File: config.mk
export PLATFORM = sky130hd
export DESIGN_NAME = fetch_prefetch_stage
export DESIGN_NICKNAME = d
export VERILOG_FILES = /design/src/rtl/fetch_pkg.sv /design/src/rtl/sync_fifo.sv /design/src/rtl/fetch_prefetch_stage.sv
export SDC_FILE = /design/constraint.sdc
export NUM_CORES = 1
export LEC_CHECK = 0
export ABC_CLOCK_PERIOD_IN_PS = 4800
export CORE_ASPECT_RATIO = 1.25
export CORE_MARGIN = 5
export CORE_UTILIZATION = 50
export CTS_CLUSTER_DIAMETER = 60
export DETAILED_ROUTE_END_ITERATION = 6
export PLACE_DENSITY = 0.82
export SETUP_SLACK_MARGIN = 0.5
export SYNTH_ARGS = -nofsm -noshare
export SYNTH_HDL_FRONTEND = slang
export SYNTH_SLANG_ARGS = --single-unit
File: constraint.sdc
create_clock -name i_CLK -period 4.8 [get_ports i_CLK]
set_input_delay 0.48 -clock i_CLK [delete_from_list [all_inputs] [get_ports i_CLK]]
set_output_delay 0.48 -clock i_CLK [all_outputs]
set_load 0.02 [all_outputs]
File: src/rtl/fetch_pkg.sv
`default_nettype none
// ============================================================================
// Module      : fetch_pkg
// Description : Shared types, defaults and sizing helpers for the instruction
//               fetch / prefetch stage.
// Revision    : 1.0 - initial release
// ============================================================================
package fetch_pkg;

   localparam int                FETCH_ADDRESS_WIDTH = 32;
   localparam int                FETCH_INSTR_WIDTH   = 32;
   localparam int                FETCH_DEPTH         = 4;
   localparam logic [31:0]       FETCH_RESET_PC      = 32'h0000_0000;

   // One prefetch-queue entry at the default widths: the instruction and the
   // PC+4 of the address it was fetched from.
   typedef struct packed {
      logic [FETCH_INSTR_WIDTH-1:0]   instr;
      logic [FETCH_ADDRESS_WIDTH-1:0] pc_plus4;
   } fetch_entry_t;

   // Width of a counter that must hold 0..depth inclusive.
   function automatic int fetch_cnt_width(input int depth);
      return $clog2(depth) + 1;
   endfunction

endpackage
`default_nettype wire

File: src/rtl/sync_fifo.sv
`default_nettype none
// ============================================================================
// Module      : sync_fifo
// Description : Single-clock FIFO with push/pop/flush and occupancy count.
//               DEPTH must be a power of two so the pointers wrap naturally.
// Revision    : 1.0 - initial release
// ============================================================================
module sync_fifo #(
   parameter int WIDTH = 8,
   parameter int DEPTH = 4
) (
   input  logic                     i_CLK,
   input  logic                     i_RST,
   input  logic                     i_Flush,
   input  logic                     i_Push,
   input  logic                     i_Pop,
   input  logic [WIDTH-1:0]         i_Data,
   output logic [WIDTH-1:0]         o_Data,
   output logic                     o_Full,
   output logic                     o_Empty,
   output logic [$clog2(DEPTH):0]   o_Count
);

   localparam int                c_PW        = $clog2(DEPTH);
   localparam logic [c_PW:0]     c_DEPTH_CNT = (c_PW + 1)'(DEPTH);
   localparam logic [c_PW-1:0]   c_PTR_ONE   = c_PW'(1);

   logic [WIDTH-1:0]   r_mem [DEPTH];
   logic [c_PW-1:0]    r_wr_ptr;
   logic [c_PW-1:0]    r_rd_ptr;
   logic [c_PW:0]      r_count;
   logic               w_do_push;
   logic               w_do_pop;

   assign o_Empty   = (r_count == '0);
   assign o_Full    = (r_count == c_DEPTH_CNT);
   assign o_Count   = r_count;
   assign o_Data    = r_mem[r_rd_ptr];
   // A pop from a full queue frees the slot the simultaneous push needs.
   assign w_do_pop  = i_Pop & ~o_Empty & ~i_Flush;
   assign w_do_push = i_Push & ~i_Flush & (~o_Full | w_do_pop);

   // Storage array: written only on an accepted push, never reset.
   always_ff @(posedge i_CLK) begin
      if (w_do_push) begin
         r_mem[r_wr_ptr] <= i_Data;
      end
   end

   // Pointer and occupancy bookkeeping; flush empties without touching data.
   always_ff @(posedge i_CLK) begin
      if (i_RST || i_Flush) begin
         r_wr_ptr <= '0;
         r_rd_ptr <= '0;
         r_count  <= '0;
      end else begin
         if (w_do_push) begin
            r_wr_ptr <= r_wr_ptr + c_PTR_ONE;
         end
         if (w_do_pop) begin
            r_rd_ptr <= r_rd_ptr + c_PTR_ONE;
         end
         r_count <= r_count + (c_PW + 1)'(w_do_push) - (c_PW + 1)'(w_do_pop);
      end
   end

endmodule
`default_nettype wire

File: src/rtl/fetch_prefetch_stage.sv
`default_nettype none
// ============================================================================
// Module      : fetch_prefetch_stage
// Description : Instruction fetch stage with a run-ahead PC, a handshaked
//               memory request port and an in-order prefetch queue. Decode
//               redirects flush the queue and drop in-flight responses.
// Revision    : 1.0 - initial release
// ============================================================================
module fetch_prefetch_stage
   import fetch_pkg::*;
#(
   parameter int                        ADDRESS_WIDTH = FETCH_ADDRESS_WIDTH,
   parameter int                        INSTR_WIDTH   = FETCH_INSTR_WIDTH,
   parameter int                        DEPTH         = FETCH_DEPTH,
   parameter logic [ADDRESS_WIDTH-1:0]  RESET_PC      = ADDRESS_WIDTH'(FETCH_RESET_PC)
) (
   input  logic                      i_CLK,
   input  logic                      i_RST,
   input  logic [ADDRESS_WIDTH-1:0]  i_PCD,
   input  logic                      i_PCSrcD,
   input  logic                      i_StallD,
   output logic                      o_ReqValid,
   output logic [ADDRESS_WIDTH-1:0]  o_ReqAddr,
   input  logic                      i_ReqReady,
   input  logic                      i_RespValid,
   input  logic [INSTR_WIDTH-1:0]    i_RespInstr,
   output logic                      o_ValidF,
   output logic [INSTR_WIDTH-1:0]    o_InstrF,
   output logic [ADDRESS_WIDTH-1:0]  o_PCPlus4F
);

   localparam int                        c_CW        = fetch_cnt_width(DEPTH);
   localparam logic [c_CW:0]             c_DEPTH_EXT = (c_CW + 1)'(DEPTH);
   localparam logic [c_CW-1:0]           c_CNT_ONE   = c_CW'(1);
   localparam logic [ADDRESS_WIDTH-1:0]  c_PC_STEP   = ADDRESS_WIDTH'(4);

   typedef struct packed {
      logic [INSTR_WIDTH-1:0]   instr;
      logic [ADDRESS_WIDTH-1:0] pc_plus4;
   } entry_t;

   logic [ADDRESS_WIDTH-1:0]  r_pcf;       // next address to request
   logic [ADDRESS_WIDTH-1:0]  r_resp_pc;   // PC of the next useful response
   logic [c_CW-1:0]           r_outst;     // accepted, not yet answered
   logic [c_CW-1:0]           r_drop;      // answers still to be discarded
   logic [c_CW-1:0]           w_occ;
   logic                      w_empty;
   logic                      w_full;
   logic                      w_credit_ok;
   logic                      w_req_fire;
   logic                      w_resp_ok;
   logic                      w_push;
   logic                      w_pop;
   entry_t                    w_push_entry;
   entry_t                    w_head;

   // Queue slots plus outstanding requests never exceed DEPTH, so every
   // response that is kept is guaranteed a free slot.
   assign w_credit_ok  = ({1'b0, w_occ} + {1'b0, r_outst}) < c_DEPTH_EXT;
   assign o_ReqValid   = ~i_RST & ~i_PCSrcD & w_credit_ok;
   assign o_ReqAddr    = r_pcf;
   assign w_req_fire   = o_ReqValid & i_ReqReady;

   // A response with nothing outstanding is a stray (e.g. from before a
   // reset) and is ignored entirely.
   assign w_resp_ok    = i_RespValid & (r_outst != '0);
   assign w_push       = w_resp_ok & (r_drop == '0) & ~i_PCSrcD & (~w_full | w_pop);
   assign w_pop        = ~w_empty & ~i_StallD & ~i_PCSrcD;

   assign w_push_entry.instr    = i_RespInstr;
   assign w_push_entry.pc_plus4 = r_resp_pc + c_PC_STEP;

   sync_fifo #(
      .WIDTH (INSTR_WIDTH + ADDRESS_WIDTH),
      .DEPTH (DEPTH)
   ) u_prefetch_q (
      .i_CLK   (i_CLK),
      .i_RST   (i_RST),
      .i_Flush (i_PCSrcD),
      .i_Push  (w_push),
      .i_Pop   (w_pop),
      .i_Data  (w_push_entry),
      .o_Data  (w_head),
      .o_Full  (w_full),
      .o_Empty (w_empty),
      .o_Count (w_occ)
   );

   // Head presentation: zeroed whenever the queue holds nothing valid.
   assign o_ValidF   = ~w_empty;
   assign o_InstrF   = w_empty ? '0 : w_head.instr;
   assign o_PCPlus4F = w_empty ? '0 : w_head.pc_plus4;

   // Issue and response PCs: redirect reloads both, otherwise each steps by 4.
   always_ff @(posedge i_CLK) begin
      if (i_RST) begin
         r_pcf     <= RESET_PC;
         r_resp_pc <= RESET_PC;
      end else if (i_PCSrcD) begin
         r_pcf     <= i_PCD;
         r_resp_pc <= i_PCD;
      end else begin
         if (w_req_fire) begin
            r_pcf <= r_pcf + c_PC_STEP;
         end
         if (w_push) begin
            r_resp_pc <= r_resp_pc + c_PC_STEP;
         end
      end
   end

   // Outstanding and drop counters; a redirect turns every request still in
   // flight after this cycle's response into one to be discarded.
   always_ff @(posedge i_CLK) begin
      if (i_RST) begin
         r_outst <= '0;
         r_drop  <= '0;
      end else begin
         r_outst <= r_outst + c_CW'(w_req_fire) - c_CW'(w_resp_ok);
         if (i_PCSrcD) begin
            r_drop <= r_outst - c_CW'(w_resp_ok);
         end else if (w_resp_ok && (r_drop != '0)) begin
            r_drop <= r_drop - c_CNT_ONE;
         end
      end
   end

endmodule
`default_nettype wire
==> impl_metrics.yaml, run 1 <==
route:
  vias_per_cell: 5.77
  drcViolationCount: 0
  wirelength_um: 31300
  routedWlPerCell_um: 20.3
  first_iter_violations: 647
  via_count: 8897
  dr.pass1.iters: 5
  ant_nets: 0
timing:
  drv_slew: 0
  finalSetupTns_ns: 0
  setup_violations: 0
  rsz0062_at_grt: "no"
  finClkSkew_ns: 0.0226
  max_slew_margin_pct: 39.6
  final_hold_viol_count: 0
  worstMarginPinSlew_ns: 0.906
  fin_crit_sh_pct: 72.7
  achievable-frequency_mhz: 287
  min_period_ns: 3.49
clock_network:
  clk_pin_slew_ns: 0.06
  cts_sinks: 335
  tritoncts: "built"
  postCtsSetupBuffers: 0
  cts_root_buf: "clkbuf_16"
  postCtsHoldBufs: 0
  cts_resized: 0
  htree_levels: 2
  cts_buffer_depth: 3
  cts_made_buffers: 35
  clk_latency_ns: 0.52
placed_design:
  dp_hpwl_um: 20100
  dp.cells: 1479
  placed_area_mm2: 0.0165
  io_buffers: 167
  gp_congestion: 0.823
pwr:
  power_uw: 6730
  power_density_mw_per_mm2: 382
  ir_worst_vdd_mv: 0.271
  power_leakage_uw: 0.00577
final_layout:
  antenna_cells: 0
  stdcell_count: 1541
  nets: 1248
  multi_input_area_mm2: 0.00485
  fin_util_pct: 61.8
  drive_gt1_share_pct: 13.1
  syn_to_final_growth_pct: 21.7
  seq_area_mm2: 0.00927
  fill_cells: 2082
  final_area_mm2: 0.0176
hold_path:
  worstHoldEndpoint: "o_ReqAddr[0]"
  hp-class: "register to register"
  worst_hold_path.num_cells: 2
  hold_start: "o_ReqAddr[0]"
grt:
  grt_antenna_before_repair: 0
  track_usage_pct: 19.0
  met2_usage_pct: 31.3
  grt.overflow.total: 0
  top_usage_layer: "met2"
  gr-usage-met1_pct: 26.9
  grt_pass1_wl_um: 49500
  first_global_vias: 8851
  grt_max_degree: 68
  use_met3_pct: 3.29
setup_path:
  reg2regPathDepth: 12
  crit_required_ns: 4.32
  r2r_slack_ns: 1.45
  startpoint_type: "register"
  path_class: "register to primary output"
  cp-end-kind: "primary output"
  arrival_ns: 3.01
  r2r-start: "u_prefetch_q.o_Count[1]"
  critPathMaxFanout: 34
  r2r-end: "r_outst[2]"
yosys:
  synth_area_leaders: "edfxtp_1 (53%), dfxtp_1 (11%), mux4_2 (10%), and2_1 (2.9%), xnor2_1 (2.7%)"
  syn_inst: 999
  ys_warn_count: 0
  synth_seq_area_share_pct: 64.1
  synth_fp_nets: 1086
  synth-edff-count: 256
  synth_area_mm2: 0.0145
  synth_cell_types: 67
  synthArstFlopShare_pct: 0
  synthFlopType: "edfxtp_1"
  syn_area_per_cell_um2: 14.5
  yosysTopAreaCellShare_pct: 53.1
  synth_area_leader_cell: "edfxtp_1"
  ys_ff_latch: 335
floorplan:
  die_x_um: 162
  fp.dieArea_mm2: 0.0325
  initial_core_util_pct: 50.8
  ios: 168
  die_h_um: 200
  rows: 69
  core_mm2: 0.0285
job:
  cap_violations: 0
status:
  status: "complete, no violations"
==> Yosys cell counts, drive strengths merged, types with 6 or more instances <==
library cell and number:
edfxtp 256, dfxtp 79, and2 69, mux4 64, nand2 51, nor2 51, xnor2 44, clkbuf 39
a21oi 32, nand3 30, inv 28, xor2 28, nand4 27, a21boi 20, buf 19, and3 18
ha 15, nor4 15, a211oi 13, nor3 13, o21ai 11, a31oi 9, a311oi 6, and4 6
==> power by group <==
group / switching [µW] / internal (µW) / leakage, µW
sequential: 94.7 / 3270 / 0.00298
combinational: 411 / 349 / 0.00224
clock: 1080 / 1520 / 0.000551
total: 1590 / 5140 / 0.00577
==> worst max path at each step <==
stage / slack (ns) / to / start
floorplan: 1.46 / u_prefetch_q.r_mem[0][0] / i_PCSrcD
finish: 1.31 / o_PCPlus4F[11] / register
global route: 1.09 / o_PCPlus4F[11] / register
CTS: 1.21 / o_PCPlus4F[11] / register
global placement: 1.47 / r_outst[2] / i_ReqReady
detailed placement: 1.39 / r_outst[2] / i_ReqReady
==> cell families after synthesis <==
logic type	after synthesis	share of synthesized area (%)
flops	335	64.1
simple gates	306	12.0
compound gates	116	5.42
buf+inv	87	2.44
xor+xnor	72	4.36
mux	66	10.1
fa+ha+maj	17	1.57
==> cell usage in the layout (no fill, tap or decap), types with 4 or more instances in the layout <==
master / Yosys / final
and3_2: 0 / 4
nor3_1: 13 / 13
and2_1: 68 / 68
clkinv_2: 0 / 5
a31oi_1: 9 / 9
nor2_1: 51 / 51
nand3_1: 30 / 30
xnor2_1: 44 / 44
xor2_1: 28 / 28
and4_1: 6 / 6
edfxtp_1: 256 / 256
a211oi_1: 13 / 13
clkbuf_16: 0 / 35
ha_1: 15 / 15
a21oi_1: 32 / 32
nand4_1: 25 / 25
buf_4: 0 / 13
a21boi_0: 18 / 18
clkdlybuf4s50_1: 0 / 165
nor4_1: 11 / 11
clkbuf_1: 38 / 6
clkinv_1: 1 / 6
a311oi_1: 6 / 6
or4_1: 4 / 4
mux4_2: 64 / 64
nand2_1: 50 / 50
o21ai_0: 11 / 11
dfxtp_1: 79 / 77
o31a_1: 5 / 5
and3_1: 18 / 14
inv_1: 27 / 27
==> sequential cells by signal (all words and copies together) (netlist names), named ones only <==
name                   flops
o_ReqAddr                 32
r_drop                     3
r_outst                    3
r_resp_pc                 32
u_prefetch_q.o_Count       3
u_prefetch_q.r_mem       256
u_prefetch_q.r_rd_ptr      2
u_prefetch_q.r_wr_ptr      2
==> worst max-delay path: stages (launching register included) <==
cell and delay [ns]:
dfxtp_4 0.81, buf_12 0.35, mux4_2 0.57, and2_1 0.20, clkdlybuf4s50_1 0.55
==> through the flow <==
stage          hold WS [ns]  setup slack [ns]
4_1_cts               0.488              1.21
2_1_floorplan         0.460              1.46
3_3_place_gp          0.474              1.47
6_report              0.473              1.31
3_5_place_dp          0.477              1.39
5_1_grt               0.510              1.09
==> layer usage <==
layer  wire [µm]  vias to the layer above
li1            -                     4131
met4         554                        0
met1       13400                     4351
met2       15200                      376
met3        2120                       39
met5           0                        -
==> final cells by class <==
class                      instances  area share (%)
clock buffer                      42            5.13
tap                              355            2.52
clock inverter                    20            1.21
inverter                          29           0.618
sequential                       335            52.7
multi-input combinational        577            27.5
timing repair buffer             183            10.3
(Power assumes the default switching activity.)
==> run 2: changes to the inputs <==
--- a/config.mk
+++ b/config.mk
@@ -5,13 +5,13 @@
 export SDC_FILE = /design/constraint.sdc
 export NUM_CORES = 1
 export LEC_CHECK = 0
-export ABC_CLOCK_PERIOD_IN_PS = 4800
+export ABC_CLOCK_PERIOD_IN_PS = 2800
 export CORE_ASPECT_RATIO = 1.25
 export CORE_MARGIN = 5
 export CORE_UTILIZATION = 50
 export CTS_CLUSTER_DIAMETER = 60
 export DETAILED_ROUTE_END_ITERATION = 6
-export PLACE_DENSITY = 0.82
+export PLACE_DENSITY = 0.85
 export SETUP_SLACK_MARGIN = 0.5
 export SYNTH_ARGS = -nofsm -noshare
 export SYNTH_HDL_FRONTEND = slang
==> constraint.sdc (replaced) <==
create_clock -name i_CLK -period 2.8 [get_ports i_CLK]
set_input_delay 0.28 -clock i_CLK [delete_from_list [all_inputs] [get_ports i_CLK]]
set_output_delay 0.28 -clock i_CLK [all_outputs]
set_load 0.02 [all_outputs]
==> impl_metrics.yaml, run 2 (synthesis gave the netlist of run 1 again) <==
status:
  status: "complete, no violations"
grt:
  gr-usage-met1_pct: 27.5
  grt_pass1_wl_um: 52900
  grt_antenna_before_repair: 0
  grt_max_degree: 66
  top_usage_layer: "met2"
  grt.overflow.total: 0
  use_met3_pct: 3.41
  first_global_vias: 9405
  met2_usage_pct: 35.8
  track_usage_pct: 20.6
timing:
  setup_violations: 0
  fin_crit_sh_pct: 85.7
  final_hold_viol_count: 0
  achievable-frequency_mhz: 417
  worstMarginPinSlew_ns: 0.758
  drv_slew: 0
  min_period_ns: 2.40
  worst_slack_ns: 0.400
  rsz0062_at_grt: "yes"
  finClkSkew_ns: 0.0314
  finalSetupTns_ns: 0
  max_slew_margin_pct: 49.4
pwr:
  power_uw: 11900
  ir_worst_vdd_mv: 0.424
  power_density_mw_per_mm2: 646
  power_leakage_uw: 0.00630
route:
  dr.pass1.iters: 5
  routedWlPerCell_um: 21.6
  ant_nets: 0
  drcViolationCount: 0
  via_count: 9193
  first_iter_violations: 849
  wirelength_um: 34000
  vias_per_cell: 5.83
clock_network:
  cts_made_buffers: 34
  clk_pin_slew_ns: 0.06
  cts_sinks: 335
  htree_levels: 2
  tritoncts: "built"
  clk_latency_ns: 0.51
  cts_buffer_depth: 3
  cts_root_buf: "clkbuf_16"
final_layout:
  fill_cells: 1987
  largest_register_ffs: 256
  syn_to_final_growth_pct: 27.2
  nets: 1287
  largest_register: "u_prefetch_q.r_mem"
  antenna_cells: 0
  layout_commonest_cell: "edfxtp_1"
  layout_common_cells: "edfxtp_1 (256), clkdlybuf4s50_1 (99), dfxtp_1 (71)"
  fin_util_pct: 64.6
  drive_gt1_share_pct: 26.4
setup_path:
  crit_required_ns: 2.52
  r2r-start: "u_prefetch_q.o_Count[2]"
  cp-end-kind: "primary output"
  endpoint: "o_PCPlus4F[30]"
  path_class: "register to primary output"
  arrival_ns: 2.12
  critPathMaxFanout: 7
  startpoint_type: "register"
  r2r-end: "r_outst[2]"
  r2r_slack_ns: 0.52
  reg2regPathDepth: 12
floorplan:
  fp.dieArea_mm2: 0.0325
  rows: 69
  ios: 168
  die_x_um: 162
  initial_core_util_pct: 50.8
  core_mm2: 0.0285
  die_h_um: 200
placed_design:
  gp_congestion: 0.885
  dp_hpwl_um: 21600
  place_ws_ns: 0.311
  io_buffers: 167
hold_path:
  worst_hold_path.num_cells: 3
  hp-class: "primary input to register"
job:
  cap_violations: 0
run 2: report_power, final:
| group | switching, µW | total [µW] | leakage, µW | internal (µW) |
|---|---|---|---|---|
| Clock | 1810 | 4640 | 0.000572 | 2830 |
| Combinational | 766 | 1470 | 0.00274 | 700 |
| Sequential | 178 | 5790 | 0.00298 | 5610 |
run 2: final cells by class:
cell class              instances  area (µm²)  area share (%)
flip-flops and latches        335        9290            50.5
well taps                     355         444            2.41
clock buffers                  47         982            5.34
inverters                      29         111           0.605
repair buffers                223        2310            12.6
multi-input cells             577        5090            27.7
clock inverters                12         174           0.945
run 2: worst max-delay path: stages (launching register included):
cell and delay (ns):
dfxtp_4 0.43, buf_6 0.14, buf_12 0.10, buf_16 0.12, mux4_2 0.51, and2_4 0.17, buf_6 0.12
run 2: per-layer routing:
metal / up-vias / routed length (µm)
met4: 0 / 538
met2: 382 / 17600
met3: 48 / 2380
met1: 4558 / 13500
li1: 4205 / -
met5: - / 0
run 2: how the worst min path moves through the flow:
stage                                      endpoint           start  slack, ns
final                                  r_resp_pc[4]           i_RST       0.22
after global routing                   r_resp_pc[1]        i_PCSrcD       0.23
after CTS                              r_resp_pc[4]           i_RST       0.18
after detailed placement   u_prefetch_q.r_mem[3][1]    r_resp_pc[1]       0.49
after global placement     u_prefetch_q.r_mem[2][1]    r_resp_pc[1]       0.47
after floorplan           u_prefetch_q.r_mem[0][32]  i_RespInstr[0]       0.38
run 2: what timing repair did:
action	in CTS	in global routing
hold buffers	0	0
resized for setup	383	20
cloned	3	0
buffers inserted	13	7
setup endpoints to repair	68	206
pin swaps	7	1
run 2: per-stage QoR:
step	hold slack (ns)	std cells	cell area, µm²
finish	0.218	1578	18400
global route	0.228	1578	18400
CTS	0.184	1571	18300
detailed placement	0.487	1496	16800
global placement	0.473	1496	16800
floorplan	0.379	999	14600
